**src/rtl/serdesphy_pkg.sv**
```systemverilog
// -----------------------------------------------------------------------------
// serdesphy_pkg
// Shared types and defaults for the SerDes PHY link bring-up controller:
//   - link_state_t : FSM state encoding (codes are visible on the state port)
//   - link_ctrl_t  : bundle of enable/status outputs driven by the FSM
//   - *_DEFAULT    : default lock timeouts, training window and thresholds
//   - decode_ctrl  : Moore output decode for a given state
// -----------------------------------------------------------------------------
package serdesphy_pkg;

  typedef enum logic [2:0] {
    ST_IDLE     = 3'd0,
    ST_PLL_WAIT = 3'd1,
    ST_CDR_WAIT = 3'd2,
    ST_TRAIN    = 3'd3,
    ST_LINK_UP  = 3'd4,
    ST_FAULT    = 3'd5
  } link_state_t;

  typedef struct packed {
    logic pll_en;
    logic tx_en;
    logic rx_en;
    logic prbs_gen_en;
    logic prbs_chk_en;
    logic link_up;
    logic fault;
  } link_ctrl_t;

  localparam int PLL_TO_DEFAULT     = 4096;
  localparam int CDR_TO_DEFAULT     = 8192;
  localparam int PRBS_WIN_DEFAULT   = 1024;
  localparam int ERR_THRESH_DEFAULT = 4;
  localparam int MAX_RETRY_DEFAULT  = 3;

  // PLL lock must be seen high for this many consecutive cycles before the
  // controller trusts it.
  localparam int LOCK_STABLE_CYCLES = 16;

  function automatic link_ctrl_t decode_ctrl(input link_state_t s);
    link_ctrl_t c;
    c = '0;
    case (s)
      ST_PLL_WAIT: begin
        c.pll_en = 1'b1;
      end
      ST_CDR_WAIT: begin
        c.pll_en      = 1'b1;
        c.tx_en       = 1'b1;
        c.rx_en       = 1'b1;
        c.prbs_gen_en = 1'b1;
      end
      ST_TRAIN: begin
        c.pll_en      = 1'b1;
        c.tx_en       = 1'b1;
        c.rx_en       = 1'b1;
        c.prbs_gen_en = 1'b1;
        c.prbs_chk_en = 1'b1;
      end
      ST_LINK_UP: begin
        c.pll_en  = 1'b1;
        c.tx_en   = 1'b1;
        c.rx_en   = 1'b1;
        c.link_up = 1'b1;
      end
      ST_FAULT: begin
        c.fault = 1'b1;
      end
      default: c = '0;
    endcase
    return c;
  endfunction

endpackage

```
**src/rtl/serdesphy_sync2.sv**
```systemverilog
// -----------------------------------------------------------------------------
// serdesphy_sync2
// Two-flop synchronizer for a single asynchronous level signal.
// Ports:
//   clk   - destination clock
//   rst_n - asynchronous active-low reset, clears both flops
//   d     - asynchronous input
//   q     - synchronized output (2-cycle latency)
// -----------------------------------------------------------------------------
module serdesphy_sync2 (
  input  logic clk,
  input  logic rst_n,
  input  logic d,
  output logic q
);

  logic meta;

  // NOTE: flops are written with non-blocking assignments so that q samples
  // the previous value of meta; blocking here would collapse the two stages.
  always_ff @(posedge clk or negedge rst_n) begin
    if (!rst_n) begin
      meta <= 1'b0;
      q    <= 1'b0;
    end else begin
      meta <= d;
      q    <= meta;
    end
  end

endmodule

```
**src/rtl/serdesphy_link_ctrl.sv**
```systemverilog
// -----------------------------------------------------------------------------
// serdesphy_link_ctrl
// Link bring-up controller for a SerDes PHY. Sequences PLL lock, CDR lock and
// a PRBS training window, retries failed attempts and parks in FAULT once the
// retry budget is exhausted.
// Parameters:
//   PLL_TO     - PLL lock timeout (cycles in PLL_WAIT)
//   CDR_TO     - CDR lock timeout (cycles in CDR_WAIT)
//   PRBS_WIN   - training window length (cycles in TRAIN)
//   ERR_THRESH - error count at or above which training fails
//   MAX_RETRY  - consecutive failures that lead to FAULT
// Ports:
//   clk_ref_24m - sole clock
//   rst_n       - asynchronous active-low reset
//   enable      - link enable (synchronous); low forces IDLE
//   pll_lock    - asynchronous PLL lock level
//   cdr_lock    - asynchronous CDR lock level
//   prbs_err    - synchronous PRBS checker error pulse
//   pll_en, tx_en, rx_en, prbs_gen_en, prbs_chk_en - PHY enables (registered)
//   link_up, fault - status (registered)
//   state       - current FSM state code
//   retry_cnt   - consecutive failed attempts
// -----------------------------------------------------------------------------
module serdesphy_link_ctrl
  import serdesphy_pkg::*;
#(
  parameter int PLL_TO     = PLL_TO_DEFAULT,
  parameter int CDR_TO     = CDR_TO_DEFAULT,
  parameter int PRBS_WIN   = PRBS_WIN_DEFAULT,
  parameter int ERR_THRESH = ERR_THRESH_DEFAULT,
  parameter int MAX_RETRY  = MAX_RETRY_DEFAULT
) (
  input  logic       clk_ref_24m,
  input  logic       rst_n,
  input  logic       enable,
  input  logic       pll_lock,
  input  logic       cdr_lock,
  input  logic       prbs_err,
  output logic       pll_en,
  output logic       tx_en,
  output logic       rx_en,
  output logic       prbs_gen_en,
  output logic       prbs_chk_en,
  output logic       link_up,
  output logic       fault,
  output logic [2:0] state,
  output logic [1:0] retry_cnt
);

  // One shared state timer serves every timed state, so it is sized for the
  // longest of them. It never needs to exceed (limit - 1).
  localparam int TIMER_MAX = (PLL_TO > CDR_TO)
                             ? ((PLL_TO > PRBS_WIN) ? PLL_TO : PRBS_WIN)
                             : ((CDR_TO > PRBS_WIN) ? CDR_TO : PRBS_WIN);
  localparam int TW = (TIMER_MAX > 2) ? $clog2(TIMER_MAX) : 1;

  // ---------------------------------------------------------------------------
  // Lock synchronizers
  // ---------------------------------------------------------------------------
  logic pll_s;
  logic cdr_s;

  serdesphy_sync2 u_sync_pll (
    .clk   (clk_ref_24m),
    .rst_n (rst_n),
    .d     (pll_lock),
    .q     (pll_s)
  );

  serdesphy_sync2 u_sync_cdr (
    .clk   (clk_ref_24m),
    .rst_n (rst_n),
    .d     (cdr_lock),
    .q     (cdr_s)
  );

  // ---------------------------------------------------------------------------
  // State and datapath registers
  // ---------------------------------------------------------------------------
  link_state_t   state_q, state_d;
  logic [TW-1:0] timer_q, timer_d;
  logic [7:0]    err_q,   err_d;
  logic [3:0]    lock_q,  lock_d;
  logic [1:0]    retry_q, retry_d;
  link_ctrl_t    ctrl_q;

  logic          fail;
  logic          enter;

  // Error count including this cycle's pulse, saturating at 255. The window
  // decision uses this so a pulse on the last window cycle still counts.
  logic [7:0] err_sum;
  logic [1:0] retry_inc;
  logic       lock_stable;
  logic       pll_timeout;
  logic       cdr_timeout;
  logic       win_end;

  assign err_sum     = (err_q == 8'hFF) ? err_q : err_q + {7'd0, prbs_err};
  assign retry_inc   = retry_q + 2'd1;
  assign lock_stable = pll_s && (lock_q == 4'(LOCK_STABLE_CYCLES - 1));
  assign pll_timeout = (timer_q == TW'(PLL_TO - 1));
  assign cdr_timeout = (timer_q == TW'(CDR_TO - 1));
  assign win_end     = (timer_q == TW'(PRBS_WIN - 1));

  // ---------------------------------------------------------------------------
  // Next-state logic
  // ---------------------------------------------------------------------------
  // NOTE: every variable gets a default at the top of the block; a path that
  // leaves one unassigned would otherwise infer a latch.
  always_comb begin
    state_d = state_q;
    retry_d = retry_q;
    fail    = 1'b0;

    case (state_q)
      ST_IDLE: begin
        if (enable) state_d = ST_PLL_WAIT;
      end
      // Lock checks come before timeouts so a lock on the timeout cycle wins.
      ST_PLL_WAIT: begin
        if (lock_stable)      state_d = ST_CDR_WAIT;
        else if (pll_timeout) fail    = 1'b1;
      end
      ST_CDR_WAIT: begin
        if (cdr_s)            state_d = ST_TRAIN;
        else if (cdr_timeout) fail    = 1'b1;
      end
      ST_TRAIN: begin
        if (!cdr_s) begin
          fail = 1'b1;
        end else if (win_end) begin
          if (32'(err_sum) < ERR_THRESH) state_d = ST_LINK_UP;
          else                            fail    = 1'b1;
        end
      end
      ST_LINK_UP: begin
        // PLL loss invalidates the whole attempt; CDR loss alone just needs
        // the receiver to reacquire.
        if (!pll_s)      fail    = 1'b1;
        else if (!cdr_s) state_d = ST_CDR_WAIT;
      end
      ST_FAULT: begin
        state_d = ST_FAULT;
      end
      default: state_d = ST_IDLE;
    endcase

    if (fail) begin
      retry_d = retry_inc;
      state_d = (retry_inc == 2'(MAX_RETRY)) ? ST_FAULT : ST_PLL_WAIT;
    end

    if (state_d == ST_LINK_UP && state_q != ST_LINK_UP) retry_d = 2'd0;

    // Disabling the link overrides every other decision.
    if (!enable) begin
      state_d = ST_IDLE;
      retry_d = 2'd0;
    end
  end

  // A failure that re-enters PLL_WAIT from PLL_WAIT is still a fresh entry,
  // hence the explicit fail term.
  assign enter = fail || (state_d != state_q);

  always_comb begin
    timer_d = timer_q;
    err_d   = err_q;
    lock_d  = 4'd0;

    if (enter) begin
      timer_d = '0;
      err_d   = 8'd0;
    end else begin
      if (state_q == ST_PLL_WAIT || state_q == ST_CDR_WAIT ||
          state_q == ST_TRAIN) begin
        timer_d = timer_q + TW'(1);
      end
      if (state_q == ST_TRAIN) err_d = err_sum;
      if (state_q == ST_PLL_WAIT && pll_s) lock_d = lock_q + 4'd1;
    end
  end

  // ---------------------------------------------------------------------------
  // Registers; outputs are decoded from the next state and registered so they
  // change on the same edge as state.
  // ---------------------------------------------------------------------------
  always_ff @(posedge clk_ref_24m or negedge rst_n) begin
    if (!rst_n) begin
      state_q <= ST_IDLE;
      timer_q <= '0;
      err_q   <= 8'd0;
      lock_q  <= 4'd0;
      retry_q <= 2'd0;
      ctrl_q  <= '0;
    end else begin
      state_q <= state_d;
      timer_q <= timer_d;
      err_q   <= err_d;
      lock_q  <= lock_d;
      retry_q <= retry_d;
      ctrl_q  <= decode_ctrl(state_d);
    end
  end

  assign pll_en      = ctrl_q.pll_en;
  assign tx_en       = ctrl_q.tx_en;
  assign rx_en       = ctrl_q.rx_en;
  assign prbs_gen_en = ctrl_q.prbs_gen_en;
  assign prbs_chk_en = ctrl_q.prbs_chk_en;
  assign link_up     = ctrl_q.link_up;
  assign fault       = ctrl_q.fault;
  assign state       = state_q;
  assign retry_cnt   = retry_q;

endmodule

```
**config.mk**
```make
export PLATFORM = sky130hd
export DESIGN_NAME = serdesphy_link_ctrl
export DESIGN_NICKNAME = d
export VERILOG_FILES = /design/src/rtl/serdesphy_pkg.sv /design/src/rtl/serdesphy_sync2.sv /design/src/rtl/serdesphy_link_ctrl.sv
export SDC_FILE = /design/constraint.sdc
export NUM_CORES = 1
export LEC_CHECK = 0
export CAP_MARGIN = 20
export CORE_ASPECT_RATIO = 0.75
export CORE_MARGIN = 5
export CORE_UTILIZATION = 45
export CTS_CLUSTER_DIAMETER = 50
export DETAILED_ROUTE_END_ITERATION = 8
export REMOVE_ABC_BUFFERS = 1
export SYNTH_ARGS = -nofsm -noshare
export SYNTH_HDL_FRONTEND = slang
export SYNTH_HIERARCHICAL = 1
export SYNTH_SLANG_ARGS = --single-unit
```
**constraint.sdc**
```tcl
create_clock -name clk_ref_24m -period 3 [get_ports clk_ref_24m]
set_input_delay 0.6 -clock clk_ref_24m [delete_from_list [all_inputs] [get_ports clk_ref_24m]]
set_output_delay 0.6 -clock clk_ref_24m [all_outputs]
set_load 0.005 [all_outputs]
```
==> summary.md, run 1 <==
| Metric | Value |
|---|---|
| Residual DRC | 0 |
| Core area | between 4000 and 5000 um^2 |
| Chip width | approximately 92 um |
| GRT Total Usage | 15.9% |
| Grt total ovfl | 0 |
| Peak Freq | 371 MHz |
| HPWL Detailed | 3.35 mm |
| Pre-Repair DR Iteration Count | 4 |
| Cell variety after synth | 56 |
| Synth top cells by count | 40 x dfrtp_1, 31 x nor3_1, 21 x nand2_1, 13 x nand3_1, 12 x xor2_1 |
| Design Area, Final | 2650 um^2 |
| Setup total negative slack | 0 ns |
| Maximum buffer depth of the clock tree | 2 |
| Clk Latency, worst-skew pair | 0.29 ns |
| Pins Over Slew Limit | 0 |
| Sink Count | 40 |
| Minimum clock period | about 2.7 ns |
| Hold slack | 0.351 ns |
| Post-DP Area | 2520 um^2 |
| Antenna Violating Nets Remaining | 0 |
| Yosys top cell by area | dfrtp_1 |
| Netlist Area Pre-Place | 2260 um^2 |
| Relative slew margins | 41.6% |
| Async SR Flop Fraction | 100% |
| RSZ-0062 raised after global routing | no |
| Initial antenna violation count | 0 |
| Routed vias | 1806 |
| Worst Path Max Fanout | 6 |
| Final RePlAce weighted congestion | 0.917 |
| CTS tree | built |
| Root Buffer | clkbuf_8 |
| WP data required | roughly 3.2 ns |
| Worst hold path class | flop to flop |
| Yosys top cell area share | 44.3% |
| Final Hold Fails | 0 |
| Synth area leaders | dfrtp_1 44%, nor3_1 6.9%, xor2_1 4.6% |
| Vias in the first global route | 1716 |
| Initial cell density of the core | 46.4% |
| Diode count | 0 |
| Die span in y | 71.4 um |
| Die area | 6560 um^2 |
| Cell with the most instances after synthesis | dfrtp_1 |
| Ys flop type | dfrtp_1 |
| Layout cells sized above 1 | 13.1% |
| Register area share after synthesis | 44.3% |
| Hold buffer count at CTS | 0 |
| Reg clk slew, reported paths | 0.08 ns |
| Area Growth Syn to Fin | 17.2% |
| DR iter-0 viols | 78 |
| Routed len/inst | between 15 and 20 um |
| Post-CTS Resized | 0 |
| IO Pins | 18 |
| Setup violations, final | 0 |
| Worst Setup Start Kind | input port |
| Nets | 261 |
| Avg Inst Size Synth | 9.96 um^2 |
| Clk_skew | 0.0105 ns |
| Setup CP Type | input port to flop |
| Worst-margin pin slew | 0.876 ns |
| Final period utilization | 89.8% |
| H-tree levels | 2 |
| Count of flip-flops with a built-in enable after synthesis | 0 |
| Max-cap violation count | 0 |
| Peak VDD IR | 177 uV |
| Largest net degree at the start of global routing | between 40 and 50 |
| Crit path arrival time | roughly 2.9 ns |
| P per Cell Area | 421 nW/um^2 |
| Static leakage | 1.07 nW |
| Yosys warning count | 6 |
| Fillers | 440 |
| DR vias/cell | 5.81 |
| CTS Buf Count | 5 |
| Post-synthesis instance total | 227 |
| Global-route wire length before repair | approximately 8.5 mm |
| Port Buffer Count | 17 |
| Postcts setup bufs | 0 |
| Crit. End Element | flop |
| Status | finished, final reports clean |
| Row count | 22 |
| Wirelength, routed | 4.87 mm |
| #FFs+latches synth | 40 |
-- through the flow --
stage	util, %	worst slack [ns]	power [W]	instances
after floorplan	-	0.441	0.000602	216
after global placement	51.8	0.0767	0.000646	303
after detailed placement	51.8	0.0159	0.000647	303
after CTS	54.4	0.330	0.00113	311
after global routing	54.4	0.116	0.00116	311
final	54.4	0.305	0.00112	311
-- flip-flops by register name, summed over array words and instances (netlist names) --
register         cells
lock_q               4
state                3
rx_en                1
u_sync_cdr/q         1
prbs_gen_en          1
err_q                8
timer_q             13
u_sync_pll/meta      1
retry_cnt            2
pll_en               1
fault                1
link_up              1
u_sync_pll/q         1
prbs_chk_en          1
u_sync_cdr/meta      1
-- cell type report --
cell class | instances | area [um^2] | area share [%]
multi-input combinational | 167 | 1150 | 43.3
clock inverter | 1 | 30.0 | 1.13
clock buffer | 7 | 96.3 | 3.64
inverter | 9 | 33.8 | 1.27
tap | 60 | 75.1 | 2.83
timing repair buffer | 27 | 265 | 10.0
sequential | 40 | 1000 | 37.8
-- path summary, 6_finish.rpt --
kind,cells past startpoint,slack (ns),endpoint,from
min in group asynchronous,1,0.42,timer_q[9],rst_n
max in group asynchronous,1,2.03,state[2],rst_n
worst min-delay path,0,0.35,u_sync_cdr/q,u_sync_cdr/meta
worst min register to register,0,0.35,u_sync_cdr/q,u_sync_cdr/meta
worst max-delay path,10,0.31,retry_cnt[1],prbs_err
worst max register to register,10,0.62,retry_cnt[1],err_q[0]
-- layout by cell type, fill, tap and decap left out, types with 4 or more instances in the layout --
cell type,netlist,layout
o21ai_0,7,7
nor2_1,9,9
clkbuf_8,0,7
xor2_1,12,12
ha_1,5,5
xnor2_1,4,4
nand2_1,21,21
nand3_1,13,13
nor4_1,4,4
mux2i_1,4,4
buf_4,2,8
inv_1,9,9
dfrtp_1,40,40
nand4_1,7,7
nor3_1,31,31
a21oi_1,6,6
clkdlybuf4s50_1,0,16
-- where the power goes --
group / internal (W) / switching [W] / leakage [nW]
Clock: 0.000294 / 0.000188 / 0.0645
Combinational: 0.0000320 / 0.0000492 / 0.462
Sequential: 0.000547 / 0.00000718 / 0.545
Total: 0.000872 / 0.000244 / 1.07
-- routing by layer --
metal	routed length, um	global-route usage (%)
met1	2510	23.0
met2	2100	23.6
met3	204	3.99
met4	64	4.94
met5	0	0
-- logic make-up after synthesis --
logic type	Yosys count	share of synthesized area [%]
flip-flops	40	44.3
multiplexers	5	2.27
XOR/XNOR	16	6.20
buffers and inverters	20	4.92
adder cells (fa/ha/maj)	5	2.77
AND/OR/NAND/NOR	102	25.1
AO/OA/AOI/OAI	39	14.4
-- critical path: stages --
cell	delay [ns]
clkdlybuf4s50_1	0.49
ha_1	0.18
buf_4	0.15
nand3_1	0.17
xor2_1	0.22
nand4_2	0.20
nor4_1	0.49
buf_4	0.19
nand2b_1	0.12
a211oi_1	0.06
No activity file was read; power rests on OpenSTA's default activity.
==> run 2: changes to the inputs <==
--- a/config.mk
+++ b/config.mk
@@ -5,12 +5,14 @@
 export SDC_FILE = /design/constraint.sdc
 export NUM_CORES = 1
 export LEC_CHECK = 0
+export ABC_CLOCK_PERIOD_IN_PS = 3000
 export CAP_MARGIN = 20
 export CORE_ASPECT_RATIO = 0.75
 export CORE_MARGIN = 5
 export CORE_UTILIZATION = 45
 export CTS_CLUSTER_DIAMETER = 50
 export DETAILED_ROUTE_END_ITERATION = 8
+export DONT_BUFFER_PORTS = 1
 export REMOVE_ABC_BUFFERS = 1
 export SYNTH_ARGS = -nofsm -noshare
 export SYNTH_HDL_FRONTEND = slang
==> summary.md, run 2 (same netlist as run 1, synthesis figures left out) <==
| Metric | Value |
|---|---|
| Status | finished, final reports clean |
| Most Frequent Cell on Critical Path | ha_1 |
| Nets | 242 (-7.3%) |
| Global-route wire length before repair | 7.85 mm (-7.6%) |
| Pre-Repair DR Iteration Count | 4 (unchanged) |
| Relative slew margins | 49.9% (+8.3 points) |
| Diode count | 0 (unchanged) |
| Crit path arrival time | 2.78 ns (-0.09 ns) |
| R2r endpoint | err_q[6] |
| DR iter-0 viols | 73 (-6.4%) |
| Grt total ovfl | 0 (unchanged) |
| Final period utilization | 85.9% (-3.9 points) |
| IO Pins | 18 (unchanged) |
| Reg2Reg Launch Point | err_q[0] |
| CP max stage cell | dfrtp_1 |
| Final RePlAce weighted congestion | 0.825 (-10%) |
| Vias in the first global route | 1587 (-7.5%) |
| Critical Path Sink | err_q[6] |
| Row count | 22 (unchanged) |
| Routed vias | 1730 (-4.2%) |
| Wirelength, routed | 4.58 mm (-5.9%) |
| Worst Path Max Fanout | 25 (+19) |
| Worst Setup Start Kind | flop |
| Maximum buffer depth of the clock tree | 2 (unchanged) |
| Metal3 WL | 231 um (+13%) |
| Peak VDD IR | 315 uV (+78%) |
| Antenna Violating Nets Remaining | 0 (unchanged) |
| Peak Freq | 388 MHz (+4.6%) |
| Most used cells in the layout excluding fill and tap cells | 40 x dfrtp_1, 31 x nor3_1, 21 x nand2_1, 13 x nand3_1, 12 x xor2_1 |
| GRT Total Usage | 14.9% (-1.0 points) |
| Residual DRC | 0 (unchanged) |
| Commonest non-fill, non-tap cell in the layout | dfrtp_1 |
| Post-Route M1 WL | 2.34 mm (-6.7%) |
| Postcts setup bufs | 0 (unchanged) |
| Top sig layer | met4 |
| Largest net degree at the start of global routing | 41 (unchanged) |
| Register area | 1000 um^2 (unchanged) |
| Minimum clock period | 2.58 ns (-0.118 ns) |
| Max-cap violation count | 0 (unchanged) |
| CP cell instances | ha_1, ha_1, nand3_1, xor2_1, nand4_2, o221ai_2, nand4_4, buf_4, nor3_1 |
| Pins Over Slew Limit | 0 (unchanged) |
| Flop-to-flop setup slack | 0.42 ns (-0.20 ns) |
| DR vias/cell | 5.92 (+2.0%) |
| Port Buffer Count | 0 (-17) |
| Routed len/inst | 15.7 um (+0.23%) |
| Crit. End Element | flop |
| CTS tree | built |
| P per Cell Area | 489 nW/um^2 (+16%) |
| Slowest cell delay on critical path | 0.41 ns (-0.08 ns) |
| Design Area, Final | 2490 um^2 (-6.0%) |
| HPWL Detailed | 3.26 mm (-2.9%) |
| Core area | 4870 um^2 (unchanged) |
| Reg clk slew, reported paths | 0.08 ns (about the same) |
| Initial antenna violation count | 0 (unchanged) |
| Registers with the most flip-flops | timer_q (13), err_q (8), lock_q (4) |
| Clk Latency, worst-skew pair | 0.29 ns (about the same) |
| Area Growth Syn to Fin | 10.1% |
| Die area | 6560 um^2 (unchanged) |
| Setup CP Type | flop to flop |
| Initial cell density of the core | 46.4% (unchanged) |
| Clk_skew | 0.00371 ns (-0.00681 ns) |
| Worst hold path class | input port to asynchronous set/reset pin |
| Post-CTS Resized | 0 (unchanged) |
| Layout cells sized above 1 | 12.9% (-0.22 points) |
| Chip width | 91.8 um (unchanged) |
| Hold slack | 0.138 ns (-0.213 ns) |
| Post-DP Area | 2310 um^2 (-8.4%) |
| FF-to-FF path depth | 9 (-1) |
| Sink Count | 40 (unchanged) |
| Die span in y | 71.4 um (unchanged) |
| RSZ-0062 raised after global routing | no |
| Most flop-heavy register | timer_q |
| Met2 WL | 1.99 mm (-4.9%) |
| Largest register FFs | 13 (unchanged) |
| CTS Buf Count | 5 (unchanged) |
| WP data required | 3.21 ns (+0.04 ns) |
| Fillers | 437 (-0.68%) |
| H-tree levels | 2 (unchanged) |
| Root Buffer | clkbuf_8 |
| Setup violations, final | 0 (unchanged) |
| Setup total negative slack | 0 ns (unchanged) |
| Static leakage | 1.01 nW (-5.4%) |
| Multi-input logic area | 1150 um^2 (unchanged) |
| Critical Path Start | err_q[0] |
| Worst-margin pin slew | 0.744 ns (-0.132 ns) |
| Final Hold Fails | 0 (unchanged) |
[run 2: critical path, delay by kind of cell (launching register included)]
family | cells | cell delay [ns]
and+or+nand+nor | 4 | 0.66
AOI/OAI and AO/OA | 1 | 0.36
buffers and inverters | 1 | 0.24
adders and majority gates | 2 | 0.60
xor gates and xnor gates | 1 | 0.21
DFF | 1 | 0.41
[run 2: final cells by class]
class | instances | area share, %
multi-input cells | 167 | 46.1
flip-flops and latches | 40 | 40.2
clock inverters | 3 | 3.62
well taps | 60 | 3.02
repair buffers | 8 | 2.91
clock buffers | 5 | 2.76
inverters | 9 | 1.36
[run 2: per-layer routing]
metal,track usage (%),vias up
li1,-,851
met1,21.5,838
met2,22.2,37
met3,4.30,4
met4,3.46,0
met5,0,-
[run 2: where the power goes]
group	switching, W	leakage, nW	total, W	internal, W
sequential	0.00000722	0.545	0.000554	0.000547
combinational	0.0000460	0.390	0.0000685	0.0000225
clock	0.000180	0.0784	0.000596	0.000416
total	0.000233	1.01	0.00122	0.000985
[run 2: per-stage QoR]
| stage | power (W) | utilization [%] | setup slack, ns | cells |
|---|---|---|---|---|
| after floorplan | 0.000602 | - | 0.441 | 216 |
| after global placement | 0.000620 | 47.4 | 0.337 | 283 |
| after detailed placement | 0.000620 | 47.4 | 0.244 | 283 |
| after CTS | 0.00123 | 51.1 | 0.389 | 292 |
| after global routing | 0.00127 | 51.1 | 0.137 | 292 |
| final | 0.00122 | 51.1 | 0.423 | 292 |
[run 2: worst min path at each step]
stage / cells past startpoint / startpoint / to / slack (ns)
after global placement: 0 / rst_n / timer_q[8] / 0.31
after CTS: 1 / rst_n / timer_q[5] / 0.15
final: 1 / rst_n / timer_q[9] / 0.14
after floorplan: 0 / rst_n / err_q[0] / 0.30
after detailed placement: 0 / rst_n / timer_q[8] / 0.31
after global routing: 1 / rst_n / timer_q[5] / 0.15
[run 2: what timing repair did]
| item | CTS | global route |
|---|---|---|
| endpoints found under the setup margin | 0 | 0 |
| endpoints found under the hold margin | 40 | 0 |
| hold buffers | 1 | 0 |
==> run 3: changes to the inputs <==
--- a/config.mk
+++ b/config.mk
@@ -10,6 +10,7 @@
 export CORE_ASPECT_RATIO = 0.75
 export CORE_MARGIN = 5
 export CORE_UTILIZATION = 45
+export CTS_BUF_LIST = sky130_fd_sc_hd__clkbuf_16
 export CTS_CLUSTER_DIAMETER = 50
 export DETAILED_ROUTE_END_ITERATION = 8
 export DONT_BUFFER_PORTS = 1
@@ -18,3 +19,4 @@
 export SYNTH_HDL_FRONTEND = slang
 export SYNTH_HIERARCHICAL = 1
 export SYNTH_SLANG_ARGS = --single-unit
+export TNS_END_PERCENT = 100
==> summary.md, run 3 (same netlist as run 1, synthesis figures left out) <==
| Metric | Value |
|---|---|
| Largest register FFs | 13 (unchanged) |
| Peak Freq | 387 MHz (-0.26%) |
| Routed vias | 1758 (+1.6%) |
| Clk pwr share | 55.2% (+6.3 points) |
| Layout cells sized above 1 | 12.4% (-0.54 points) |
| IO Pins | 18 (unchanged) |
| DR iter-0 viols | 91 (+25%) |
| WP data required | 3.19 ns (-0.02 ns) |
| Final period utilization | 86.1% (+0.22 points) |
| Sw Pwr | 0.000248 W (+6.5%) |
| Metal3 WL | 292 um (+26%) |
| Most used cells in the layout excluding fill and tap cells | 40 x dfrtp_1, 31 x nor3_1, 21 x nand2_1, 13 x nand3_1, 12 x xor2_1 |
| Postcts setup bufs | 0 (unchanged) |
| Clk_skew | 0.00266 ns (-0.00105 ns) |
| Antenna Violating Nets Remaining | 0 (unchanged) |
| Wirelength, routed | 4.76 mm (+3.9%) |
| Maximum buffer depth of the clock tree | 2 (unchanged) |
| DR vias/cell | 5.98 (+0.93%) |
| Crit. End Element | flop |
| Setup total negative slack | 0 ns (unchanged) |
| CTS Buf Count | 5 (unchanged) |
| Relative slew margins | 49.3% (-0.62 points) |
| Crit path arrival time | 2.78 ns (about the same) |
| Core area | 4870 um^2 (unchanged) |
| Max-cap violation count | 0 (unchanged) |
| P per Cell Area | 539 nW/um^2 (+10%) |
| Overall power | 0.00138 W (+13%) |
| Setup CP Type | flop to flop |
| Nets | 244 (+0.83%) |
| Worst Path Max Fanout | 25 (unchanged) |
| H-tree levels | 2 (unchanged) |
| Initial antenna violation count | 0 (unchanged) |
| HPWL Detailed | 3.26 mm (unchanged) |
| Root Buffer | clkbuf_16 |
| Peak VDD IR | 265 uV (-16%) |
| Final Hold Fails | 0 (unchanged) |
| Port Buffer Count | 0 (unchanged) |
| Worst Setup Start Kind | flop |
| Die span in y | 71.4 um (unchanged) |
| Die area | 6560 um^2 (unchanged) |
| Pre-Repair DR Iteration Count | 4 (unchanged) |
| Setup WS post-layout | 0.416 ns (-0.00668 ns) |
| Final RePlAce weighted congestion | 0.825 (unchanged) |
| Most flop-heavy register | timer_q |
| Minimum clock period | 2.58 ns (+0.00668 ns) |
| Largest net degree at the start of global routing | 41 (unchanged) |
| Clk Latency, worst-skew pair | 0.28 ns (about the same) |
| Setup violations, final | 0 (unchanged) |
| Post-Route M1 WL | 2.32 mm (-0.60%) |
| Initial cell density of the core | 46.4% (unchanged) |
| Post-DP Area | 2310 um^2 (unchanged) |
| Worst slack, placed | 0.244 ns (unchanged) |
| Sink Count | 40 (unchanged) |
| Comb pwr share | 4.6% (-1.0 points) |
| Design Area, Final | 2560 um^2 (+2.7%) |
| Met2 WL | 2.08 mm (+4.5%) |
| Placed insts | 283 (unchanged) |
| Status | finished, final reports clean |
| Top sig layer | met4 |
| Registers with the most flip-flops | timer_q (13), err_q (8), lock_q (4) |
| Static leakage | 1.04 nW (+2.8%) |
| Pins Over Slew Limit | 0 (unchanged) |
| CTS tree | built |
| Vias in the first global route | 1603 (+1.0%) |
| Final std cells w/o fill | 294 (+0.68%) |
| Pint | 0.00113 W (+15%) |
| Reg clk slew, reported paths | 0.06 ns (-0.02 ns) |
| Worst-margin pin slew | 0.753 ns (+0.00923 ns) |
| RSZ-0062 raised after global routing | no |
| FF-to-FF path depth | 9 (unchanged) |
| GRT Total Usage | 15.0% (+0.083 points) |
| Area Growth Syn to Fin | 13.1% |
| Grt total ovfl | 0 (unchanged) |
| Switching portion of total power | 18.0% (-1.1 points) |
| Chip width | 91.8 um (unchanged) |
| Diode count | 0 (unchanged) |
| Global-route wire length before repair | 7.79 mm (-0.70%) |
| Worst hold path class | input port to asynchronous set/reset pin |
| Sequential Power Share | 40.3% (-5.2 points) |
| Routed len/inst | 16.2 um (+3.2%) |
| Residual DRC | 0 (unchanged) |
| Commonest non-fill, non-tap cell in the layout | dfrtp_1 |
| Row count | 22 (unchanged) |
run 3: what timing repair did:
item	4_1_cts	5_1_grt
endpoints found under the setup margin	0	0
hold buffers	0	3
gates resized for setup	0	0
hold endpoints to repair	0	15
run 3: cell type report:
class | instances | area [um^2]
clock inverter | 3 | 90.1
sequential | 40 | 1000
fill | 428 | 2320
multi-input combinational | 167 | 1150
clock buffer | 5 | 125
tap | 60 | 75.1
inverter | 9 | 33.8
timing repair buffer | 10 | 82.6
run 3: final timing paths:
kind,from,to,slack [ns]
max,err_q[0],err_q[6],0.42
min,rst_n,timer_q[10],0.01
min reg2reg,u_sync_pll/meta,u_sync_pll/q,0.36
max reg2reg,err_q[0],err_q[6],0.42
min in group clk_ref_24m,cdr_lock,u_sync_cdr/meta,0.35
max in group asynchronous,rst_n,u_sync_cdr/q,1.80
run 3: power by group through the flow:
stage / clock network, W / registers [W] / logic (W)
3_3_place_gp: 0 / 0.000565 / 0.0000553
3_5_place_dp: 0 / 0.000565 / 0.0000554
2_1_floorplan: 0 / 0.000565 / 0.0000371
5_1_grt: 0.000805 / 0.000556 / 0.0000703
4_1_cts: 0.000775 / 0.000555 / 0.0000556
6_report: 0.000761 / 0.000555 / 0.0000632
run 3: per-stage QoR:
stage | hold WS [ns] | utilization, %
floorplan | 0.304 | -
global placement | 0.306 | 47.4
detailed placement | 0.306 | 47.4
CTS | 0.00467 | 51.8
global route | 0.000758 | 52.5
finish | 0.0145 | 52.5
run 3: worst max-delay path: stages (launching register included):
cell and delay (ns):
dfrtp_1 0.40, ha_1 0.31, ha_1 0.30, nand3_1 0.12, xor2_1 0.21, nand4_2 0.20, o221ai_2 0.36, nand4_4 0.12
buf_4 0.24, nor3_1 0.22
run 3: metal layers:
| metal | track usage, % | vias up |
|---|---|---|
| met5 | 0 | - |
| met4 | 5.60 | 0 |
| met3 | 4.30 | 9 |
| met2 | 21.5 | 49 |
| met1 | 21.4 | 847 |
| li1 | - | 853 |
==> RTL change 1 (flow settings as in run 2) <==
Make the reset (`rst_n`) synchronous in 2 clocked blocks. Comments in the files are not updated.
--- a/src/rtl/serdesphy_sync2.sv
+++ b/src/rtl/serdesphy_sync2.sv
@@ -18,7 +18,7 @@
 
   // NOTE: flops are written with non-blocking assignments so that q samples
   // the previous value of meta; blocking here would collapse the two stages.
-  always_ff @(posedge clk or negedge rst_n) begin
+  always_ff @(posedge clk) begin
     if (!rst_n) begin
       meta <= 1'b0;
       q    <= 1'b0;
--- a/src/rtl/serdesphy_link_ctrl.sv
+++ b/src/rtl/serdesphy_link_ctrl.sv
@@ -186,7 +186,7 @@
   // Registers; outputs are decoded from the next state and registered so they
   // change on the same edge as state.
   // ---------------------------------------------------------------------------
-  always_ff @(posedge clk_ref_24m or negedge rst_n) begin
+  always_ff @(posedge clk_ref_24m) begin
     if (!rst_n) begin
       state_q <= ST_IDLE;
       timer_q <= '0;
Check against the original RTL: differs if rst_n is asserted again (counterexample within 4 cycles, from zero or initial values and one cycle with rst_n low); with rst_n held inactive, the same outputs for 10 cycles.
==> RTL change 1 against run 2 <==
- sequential cell count stayed put
- total power shrank 18%
- sequential power is 3% lower
- worst setup slack lost 220 ps
- cell count rose by 1.0%
- global-route usage about the same
- final area shrank 10%
- clock power is 28% lower
- non-clock buffer count shrank 3
- sequential share of layout area shrank 4.5 points
- via count shrank 4.3%
- area after synthesis down 6.5%
- wire length is 8.1% lower
==> RTL change 1: results (changes against run 2) <==
Synthesis
  • Synth top cells by count: dfxtp_1 (40), nor3_1 (27), nor2_1 (19)
  • Library cells used by synthesis: 51 (-8.9%)
  • Ys async rst share: 0% (-100 points)
  • Synth top area cells: dfxtp_1 (38%), nor3_1 (6.4%), xor2_1 (3.7%)
  • Most used flip-flop cell after synthesis: dfxtp_1
  • Count of warnings emitted by yosys: 6 (unchanged)
  • Register area share after synthesis: 37.9% (-6.4 points)

Clock network
  • Setup bufs post-CTS: 0 (unchanged)
  • Post-cts sizing count: 0 (unchanged)
  • Clock Tree Buf Depth: 2 (unchanged)
  • Clock transition at path regs: approximately 70 ps
  • Worst-Skew Late Latency: 290 ps (about the same)

Detailed routing
  • 1st-pass router iterations: 4 (unchanged)
  • Routed vias: 1655 (-4.3%)
  • DR WL/cell: 14.3 microns (-9.0%)
  • DRT iter0 DRCs: 104 (+42%)
  • Post-route ant nets: 0 (unchanged)

Power and ir drop
  • Lkg Pwr: 0.799 nW (-21%)
  • Power Total: 1.00 mW (-18%)
  • Max IR drop VDD: 0.000265 V (-16%)
  • Net Sw Frac: 20.8% (+1.6 points)
  • P_comb: 37.3 uW (-46%)
  • Clock share of power: 42.5% (-6.4 points)

Timing
  • Fin Clk Skew: 10.2 ps (+6.50 ps)
  • Tightest Pin Transition: 483 ps (-260 ps)

Worst setup path
  • Worst endpoint data arrival time: 2960 ps (+180 ps)
  • R2R setup slack: 200 ps (-220 ps)
  • Critical Path Sink: pll_en
  • CP max stage delay: 690 ps (+280 ps)
  • Worst r2r src: err_q[0]
  • Highest-delay cell along the critical path: or4_1
  • CP max FO: 8 (-68%)
  • Worst R2R Path Depth: 8 (-1)
  • Crit path max-delay family: simple AND/OR/NAND/NOR gates

GRT
  • First-pass GRT wire length: 7330 microns (-6.5%)
  • Initial antenna violation count: 0 (unchanged)
  • Largest net degree at the start of global routing: 25 (-39%)
  • GR Util All Layers: 14.9% (about the same)
  • Vias in the first global route: 1534 (-3.3%)

Worst hold path
  • Hold Path Class: input port to flop

Outcome
  • Status: finished, final reports clean

Layout
  • Share of cells above drive strength 1: 10.9% (-2.0 points)
  • N_diodes: 0 (unchanged)
  • Final layout net count: 248 (+2.5%)
  • Largest regs: timer_q: 13 flops, err_q: 8 flops, lock_q: 4 flops

Place
  • Dpl hpwl: 2920 microns (-10%)
  • Placer Congestion: 0.844 (+2.2%)
==> RTL change 1: cell types whose count changed in the layout (fill, tap and decap cells not counted), moves of 5 or more <==
cell	run 2	this run
dfrtp_1	40	0
dfxtp_1	0	40
inv_1	9	4
nand2_1	21	15
nor2_1	9	19
==> RTL change 1: layer usage <==
layer	routed length, microns	part of all wire (%)	up-vias	global-route usage, %
met2	1740	41	25	19.9
li1	-	-	862	-
met3	179	4.2	4	4.63
met1	2260	54	764	22.1
met4	36	0.85	0	5.29
met5	0	0	-	0
==> RTL change 1: how the worst min path moves through the flow <==
stage / start / to / slack [ps] / cells after the start
detailed placement: u_sync_pll/meta / u_sync_pll/q / 420 / 1
finish: rst_n / u_sync_pll/meta / 440 / 1
floorplan: u_sync_cdr/meta / u_sync_cdr/q / 410 / 1
CTS: rst_n / u_sync_pll/meta / 430 / 1
global route: rst_n / u_sync_pll/meta / 420 / 1
global placement: u_sync_pll/meta / u_sync_pll/q / 430 / 1
==> RTL change 1: cell families (layout without fill, tap and decap cells) <==
kind of cell	after synthesis	after routing	synth area share, %
simple gates	118	118	31.4
fa+ha+maj	5	5	2.96
mux	6	6	2.84
xor+xnor	17	17	7.05
flops	40	40	37.9
compound gates	35	35	12.3
buf+inv	18	17	5.62
==> RTL change 1: cell type report <==
class                   instances  area, sq um
clock inverters                 2         35.0
flip-flops and latches         40          801
multi-input cells             181         1200
inverters                       4         15.0
repair buffers                  5         50.0
clock buffers                   6         72.6
fillers                       444         2250
well taps                      57         71.3
==> RTL change 1: stage by stage <==
stage	instances	hold slack [ps]	instance area [sq um]	setup slack [ps]
2_1_floorplan	225	406	2010	159
3_3_place_gp	287	429	2130	51.3
3_5_place_dp	287	420	2130	19.1
4_1_cts	295	429	2240	144
5_1_grt	295	420	2240	53.6
6_report	295	437	2240	203
==> RTL change 2 (config.mk and constraints of run 2) <==
Without the edit above. The package constant `CDR_TO_DEFAULT` goes from 8192 to 32768.
--- a/src/rtl/serdesphy_pkg.sv
+++ b/src/rtl/serdesphy_pkg.sv
@@ -28,7 +28,7 @@
   } link_ctrl_t;
 
   localparam int PLL_TO_DEFAULT     = 4096;
-  localparam int CDR_TO_DEFAULT     = 8192;
+  localparam int CDR_TO_DEFAULT     = 32768;
   localparam int PRBS_WIN_DEFAULT   = 1024;
   localparam int ERR_THRESH_DEFAULT = 4;
   localparam int MAX_RETRY_DEFAULT  = 3;
Behaviour: no difference found for any inputs over 10 cycles, from zero or initial values and one cycle with rst_n low; that may be too few to reach the edited logic, so the function may still have changed.
==> RTL change 2 against run 2 <==
- count of clock-buffer cells in the layout increased by 1
- area after synthesis increased by 18%
- first-iteration DRC count increased by 85%
- via count increased by 23%
- sequential power increased by 6.0%
- total power decreased by 6.5%
- wire length increased by 33%
- final area increased by 18%
- sequential share of layout area decreased by 4.5 points
- synthesized cell count increased by 23%
- sequential cell count increased by 2
- worst setup slack got worse by 270 ps
- critical endpoint is now err_q[4]
- highest routed layer unchanged
==> RTL change 2: results (changes against run 2) <==
Outcome
  • Status: finished, final reports clean

Place
  • Placed Instance Area: 0.00280 sq mm (+21%)
  • Placer Congestion: 0.919 (+11%)
  • Dpl ws: -58.5 ps (-302 ps)
  • Dpl cells: 355 (+25%)

Detailed routing
  • DRT iter0 DRCs: 135 (+85%)
  • DR WL/cell: 16.7 microns (+6.3%)
  • Routed vias: 2133 (+23%)
  • Final wirelength: 6090 microns (+33%)

Timing
  • Final Hold Slack: 133 ps (-4.63 ps)
  • Fin Clk Skew: 10.3 ps (+6.57 ps)

Synthesis
  • Post-synthesis mux area share: 2.71% (+0.45 points)
  • Synth top cells by count: dfrtp_1 (42), nand2_1 (25), nor2_1 (21)
  • Mapped Area: 0.00267 sq mm (+18%)
  • Library cells used by synthesis: 58 (+3.6%)
  • Adder-Cell Fraction of Synth Area: 2.34% (-0.43 points)
  • Synth top area cells: dfrtp_1 (39%), a211oi_2 (6.1%), xor2_1 (3.9%)
  • Compound-Gate Fraction of Synth Area: 21.9% (+7.5 points)
  • Register area share after synthesis: 39.3% (-5.0 points)
  • Syn Inst Count: 279 (+23%)

Layout
  • ClkCell Share: 3.74% (-2.6 points)
  • Final layout net count: 297 (+23%)
  • Register area: 0.00105 sq mm (+5.0%)
  • Share of cells above drive strength 1: 17.8% (+4.8 points)
  • Area of the multi-input gates: 0.00148 sq mm (+29%)
  • Largest regs: timer_q: 15 flops, err_q: 8 flops, lock_q: 4 flops
  • Multi-input gate count: 211 (+26%)

Power and ir drop
  • P_comb: 98.1 uW (+43%)
  • Lkg Pwr: 1.19 nW (+17%)
  • Seq. pwr: 587 uW (+6.0%)
  • Power Clock: 455 uW (-24%)

GRT
  • Largest net degree at the start of global routing: 43 (+4.9%)
  • Vias in the first global route: 1950 (+23%)
  • GR Util All Layers: 16.5% (+1.6 points)

Worst setup path
  • Worst R2R Path Depth: 10 (+1)
  • Critical register-to-register path endpoint: err_q[4]
  • CP max FO: 22 (-12%)
  • CP max stage delay: 540 ps (+130 ps)
  • R2R setup slack: 150 ps (-270 ps)
-- RTL change 2: cell types whose count changed in the layout (fill, tap and decap cells not counted), sizes merged, moves of 4 or more --
| cell | change |
|---|---|
| a211oi | +19 |
| a21oi | +6 |
| and2 | +7 |
| and3 | +4 |
| buf | +9 |
| nand2 | +4 |
| nand3 | +4 |
| nor2 | +11 |
| nor3 | -27 |
-- RTL change 2: how the worst max path moves through the flow --
stage | start | to | slack [ps] | depth (start not counted)
2_1_floorplan | prbs_err | timer_q[0] | -380 | 9
3_3_place_gp | prbs_err | err_q[1] | 1 | 9
3_5_place_dp | prbs_err | timer_q[3] | -60 | 10
4_1_cts | err_q[0] | err_q[4] | 150 | 10
5_1_grt | err_q[0] | err_q[3] | 20 | 10
6_report | err_q[0] | err_q[4] | 150 | 10
-- RTL change 2: routing by layer --
metal	share of wire [%]	GRT usage [%]	vias to the layer above
met2	41	22.6	60
li1	-	-	1036
met1	52	26.1	1031
met5	0	0	-
met3	5.8	3.81	6
met4	0.72	3.55	0
